==> src/rtl/ram_arbiter.sv <==
// Two-master arbiter and sequencer for a single-port synchronous RAM.
// Define RAM_ARB_ROUND_ROBIN_EN for round-robin tie-break; otherwise master 0 has fixed priority.
module ram_arbiter #(
    parameter int AW = 8,
    parameter int DW = 64
) (
    input  logic          clk,
    input  logic          reset_n,
    input  logic          m0_req,
    input  logic          m0_wr,
    input  logic [AW-1:0] m0_addr,
    input  logic [DW-1:0] m0_wdata,
    output logic          m0_ack,
    input  logic          m1_req,
    input  logic          m1_wr,
    input  logic [AW-1:0] m1_addr,
    input  logic [DW-1:0] m1_wdata,
    output logic          m1_ack,
    output logic [DW-1:0] rdata,
    output logic          busy,
    output logic          ram_cen,
    output logic          ram_wen,
    output logic [AW-1:0] ram_addr,
    output logic [DW-1:0] ram_din,
    input  logic [DW-1:0] ram_dout
);

    typedef enum logic [1:0] {IDLE, ACCESS, RDWAIT, RESP} state_t;

    state_t        state, state_nxt;
    logic          grant_nxt;
    logic          winner_q;
    logic          wr_q;
    logic [AW-1:0] addr_q;
    logic [DW-1:0] wdata_q;
    logic [DW-1:0] rdata_q;

`ifdef RAM_ARB_ROUND_ROBIN_EN
    logic          last_grant;

    // On a tie the master that was not served last wins.
    always_comb begin
        grant_nxt = 1'b0;
        if (m0_req && m1_req)
            grant_nxt = ~last_grant;
        else if (m1_req)
            grant_nxt = 1'b1;
    end

    always_ff @(posedge clk or negedge reset_n) begin
        if (!reset_n)
            last_grant <= 1'b1;
        else if (state == RESP)
            last_grant <= winner_q;
    end
`else
    always_comb begin
        grant_nxt = 1'b0;
        if (m1_req && !m0_req)
            grant_nxt = 1'b1;
    end
`endif

    always_ff @(posedge clk or negedge reset_n) begin
        if (!reset_n)
            state <= IDLE;
        else
            state <= state_nxt;
    end

    always_comb begin
        state_nxt = state;
        case (state)
            IDLE:    if (m0_req || m1_req) state_nxt = ACCESS;
            ACCESS:  state_nxt = wr_q ? RESP : RDWAIT;
            RDWAIT:  state_nxt = RESP;
            RESP:    state_nxt = IDLE;
            default: state_nxt = IDLE;
        endcase
    end

    // Command is captured once in IDLE so later changes on the master side are ignored.
    always_ff @(posedge clk or negedge reset_n) begin
        if (!reset_n) begin
            winner_q <= 1'b0;
            wr_q     <= 1'b0;
            addr_q   <= '0;
            wdata_q  <= '0;
            rdata_q  <= '0;
        end else begin
            if (state == IDLE && (m0_req || m1_req)) begin
                winner_q <= grant_nxt;
                wr_q     <= grant_nxt ? m1_wr    : m0_wr;
                addr_q   <= grant_nxt ? m1_addr  : m0_addr;
                wdata_q  <= grant_nxt ? m1_wdata : m0_wdata;
            end
            if (state == RDWAIT)
                rdata_q <= ram_dout;
        end
    end

    always_comb begin
        ram_cen  = 1'b0;
        ram_wen  = 1'b0;
        ram_addr = '0;
        ram_din  = '0;
        m0_ack   = 1'b0;
        m1_ack   = 1'b0;
        busy     = (state != IDLE);
        rdata    = rdata_q;
        case (state)
            ACCESS: begin
                ram_cen  = 1'b1;
                ram_wen  = wr_q;
                ram_addr = addr_q;
                ram_din  = wdata_q;
            end
            RESP: begin
                m0_ack = ~winner_q;
                m1_ack = winner_q;
            end
            default: ;
        endcase
    end

endmodule

==> config.mk <==
export PLATFORM = sky130hd
export DESIGN_NAME = ram_arbiter
export DESIGN_NICKNAME = d
export VERILOG_FILES = /design/src/rtl/ram_arbiter.sv
export SDC_FILE = /design/constraint.sdc
export NUM_CORES = 1
export LEC_CHECK = 0
export ABC_CLOCK_PERIOD_IN_PS = 1990
export CORE_AREA = 2 2 143 145
export DETAILED_ROUTE_END_ITERATION = 12
export DIE_AREA = 0 0 145 147
export PLACE_DENSITY = 0.71
export SLEW_MARGIN = 30
export SYNTH_ARGS = -nofsm -noshare
export SYNTH_HDL_FRONTEND = slang
export SYNTH_SLANG_ARGS = --single-unit
==> constraint.sdc <==
create_clock -name clk -period 1.99 [get_ports clk]
set_input_delay 0.398 -clock clk [delete_from_list [all_inputs] [get_ports clk]]
set_output_delay 0.398 -clock clk [all_outputs]
set_load 0.05 [all_outputs]
==> impl_results.md <==
* Status: finished, violations left
* Failing checks: setup timing
* CTS tree: done
* Sw Ratio at 44.4%
* Yosys top cell area share at 51.7%
* Ant diodes at 0
* Reg2reg end: wdata_q[63]$_DFFE_PN0P_
* Reg2Reg Depth at 5
* Vias at 5,848
* Yosys warnings at 0
* Min Tclk post-route at 2.03 ns
* RSZ-0062 raised after global routing: yes
* Max-Cap Viols at 0
* Crit-path max cell delay at 0.43 ns
* Detail Placement HPWL at 17,700 um
* Mapped Area at 6780 um^2
* Core area at 19,800 um^2
* Combinational share of power at 64.2%
* Overflow after GRT at 0
* Clock root buffer: clkbuf_16
* CP Capture Type: output pin
* Initial antenna violation count at 2
* Final antenna-violating net count at 0
* Number of flops mapped to enable cells by yosys at 0
* # IOs at 355
* Flop-to-flop setup slack at 0.17 ns
* Maximum clock frequency at 0.492 GHz
* # DRC at 0
* Routed len/inst at 21.7 um
* Die height at 147 um
* Synth Flop Type: dfrtp_1
* Overall Power at 0.0233 W
* Setup_tns at -1.50 ns
* Vias per std cell at 5.17
* Peak supply drop at 0.888 mV
* Cell taking the most area after synthesis: dfrtp_1
* Max Root-Sink Buffers at 2
* Clock sink total at 140
* PortBufs at 354
* Syn Area/Cell at 13.6 um^2
* WP data required at 1.59 ns
* Psw at 0.0103 W
* Nets at 1,067
* Hold Worst Slack at 0.440 ns
* CP top delay family: buffers and inverters
* Yosys reg bits at 140
* Initial core utilization at 34.2%
* P_int at 0.0129 W
* Fillcell total at 1,503
* Initial DRT Pass Iterations at 4
* Die width at 145 um
* CP Buf/Inv Count at 3
* Post-Syn Nets at 715
* # setup viols final at 68
* Type of the worst setup path: reg2out
* Power per cell area at 1890 nW/um^2
* Multi-input logic area at 3170 um^2
* Synth top area cells: dfrtp_1, o221a_1, mux2_1, nand4bb_1, and2_1
* Dpl cell area at 11,300 um^2
* Crit Path Max Fanout at 12
* RR Startpoint: state[0]$_DFFE_PN0P_
* Met3 Track Usage GR at 7.58%
* Vias in the first global route at 6,193
* Post-synth ARST share at 100%
* Flop pwr share at 22.1%
* Sequential area share after synthesis at 51.7%
* Synth Instances at 497
* Final hold viol count at 0
* Area grow syn2layout at 82.0%
* Worst skew pair latency at 0.42 ns
* H-Tree Depth at 4
* Met1 Resource Use GR at 24.8%
* Most instantiated library cell after synthesis: dfrtp_1
* Worst-path clk slew at 0.06 ns
* Crit path launch type: flip-flop
* Setup ws final at -0.0445 ns
* GPL Wtd Cong at 0.856
* Worst Hold Class: in2async
* Distinct cells, synth at 22
* Starting DRT DRC Count at 153
* Drt total wl at 24,600 um
* Most frequent cells after synthesis: dfrtp_1, and2_1, o221a_1
* Clock skew at 0.00869 ns
* Clock buffer count from CTS at 17
* GRT met2 Usage at 39.0%
* Final Slew Violations at 0
* All-Layer GR Usage at 22.1%
* Fin crit share at 102%
* Global-route wire length before repair at 36,200 um
* Worst path cell trace: ha_4, buf_4, clkbuf_16, and2_4, buf_12
* Row count at 52
* Cell at the slowest stage of the critical path: dfrtp_2
* Clock Power Share at 13.7%
* Area of the die at 21,300 um^2
* Slew @ Worst Pin at 0.524 ns
* Sequential Area at 3500 um^2
* Share of cells above drive strength 1 at 28.7%
* Leakage at 5.05 nW
* Largest net degree at the start of global routing at 65
* Relative slew slack at 65.2%
* Crit path DAT at 1.64 ns
* Dpl ws at 0.0599 ns
* GR peak layer: met2
* Post-route cell area at 12,300 um^2
## cells in the final DEF, fill, tap and decap left out, drive strengths merged
master / instances
clkdlybuf4s50: 212
dfrtp: 140
buf: 129
and2: 74
o221a: 73
mux2: 65
nand4bb: 50
or4bb: 23
dlygate4sd2: 23
clkbuf: 23
dlymetal6s2s: 19
inv: 9
clkinvlp: 4
ha: 4
a21oi: 2
bufinv: 2
nor2b: 1
nand2: 1
o21a: 1
nand3: 1
nand2b: 1
nor4b: 1
a31oi: 1
nor3b: 1
clkinv: 1
dlygate4sd3: 1
## stage by stage
step | utilization (%) | cells
after floorplan | - | 497
after global placement | 57.2 | 1085
after detailed placement | 57.2 | 1085
after CTS | 60.8 | 1122
after global routing | 62.2 | 1132
final | 62.2 | 1132
## worst max path at each step
stage                    startpoint                 endpoint  slack, ns  depth (start not counted)
3_5_place_dp   state[0]$_DFFE_PN0P_  wdata_q[42]$_DFFE_PN0P_       0.06                          5
3_3_place_gp   state[0]$_DFFE_PN0P_  wdata_q[21]$_DFFE_PN0P_       0.16                          5
6_report       state[0]$_DFFE_PN0P_              ram_din[33]      -0.04                          5
5_1_grt        state[1]$_DFFE_PN0P_              ram_din[32]      -0.11                          6
2_1_floorplan  state[1]$_DFFE_PN0P_              ram_addr[0]      -0.04                          5
4_1_cts        state[1]$_DFFE_PN0P_               ram_din[3]      -0.07                          5
## sequential cells by signal, summed over array words and instances, names as in the netlist
| signal | cells |
|---|---|
| addr_q | 8 |
| wdata_q | 64 |
| wr_q | 1 |
| state | 2 |
| winner_q | 1 |
| rdata | 64 |
## power groups by stage
| stage | Combinational [W] | Clock (W) | Sequential [W] |
|---|---|---|---|
| global placement | 0.0139 | 0 | 0.00503 |
| global route | 0.0155 | 0.00339 | 0.00531 |
| finish | 0.0149 | 0.00319 | 0.00514 |
| CTS | 0.0144 | 0.00328 | 0.00510 |
| detailed placement | 0.0141 | 0 | 0.00511 |
| floorplan | 0.00592 | 0 | 0.00726 |
## logic make-up after synthesis
kind of cell | share of synthesized area [%]
buf+inv | 4.81
compound gates | 12.5
mux | 10.8
flops | 51.7
simple gates | 19.5
fa+ha+maj | 0.738
## metal layers
layer / share of wire, % / wire [um]
met1: 38 / 9270
met2: 51 / 12700
met3: 7.7 / 1890
met4: 3.0 / 742
met5: 0.11 / 26
## timing repair
item,in CTS,in global routing
hold endpoints to repair,31,0
hold buffers,1,0
resized for setup,59,67
pin swaps,0,0
cloned,1,6
setup endpoints to repair,97,94
setup buffers,3,4
## final cells by class
class / count / area share (%)
Timing Repair Buffer: 388 / 38.2
Sequential cell: 140 / 28.4
Multi-Input combinational cell: 299 / 25.7
Clock buffer: 19 / 3.59
Tap cell: 270 / 2.74
Clock inverter: 13 / 1.27
Inverter: 3 / 0.0912
Power figures use the tool's default switching activity.
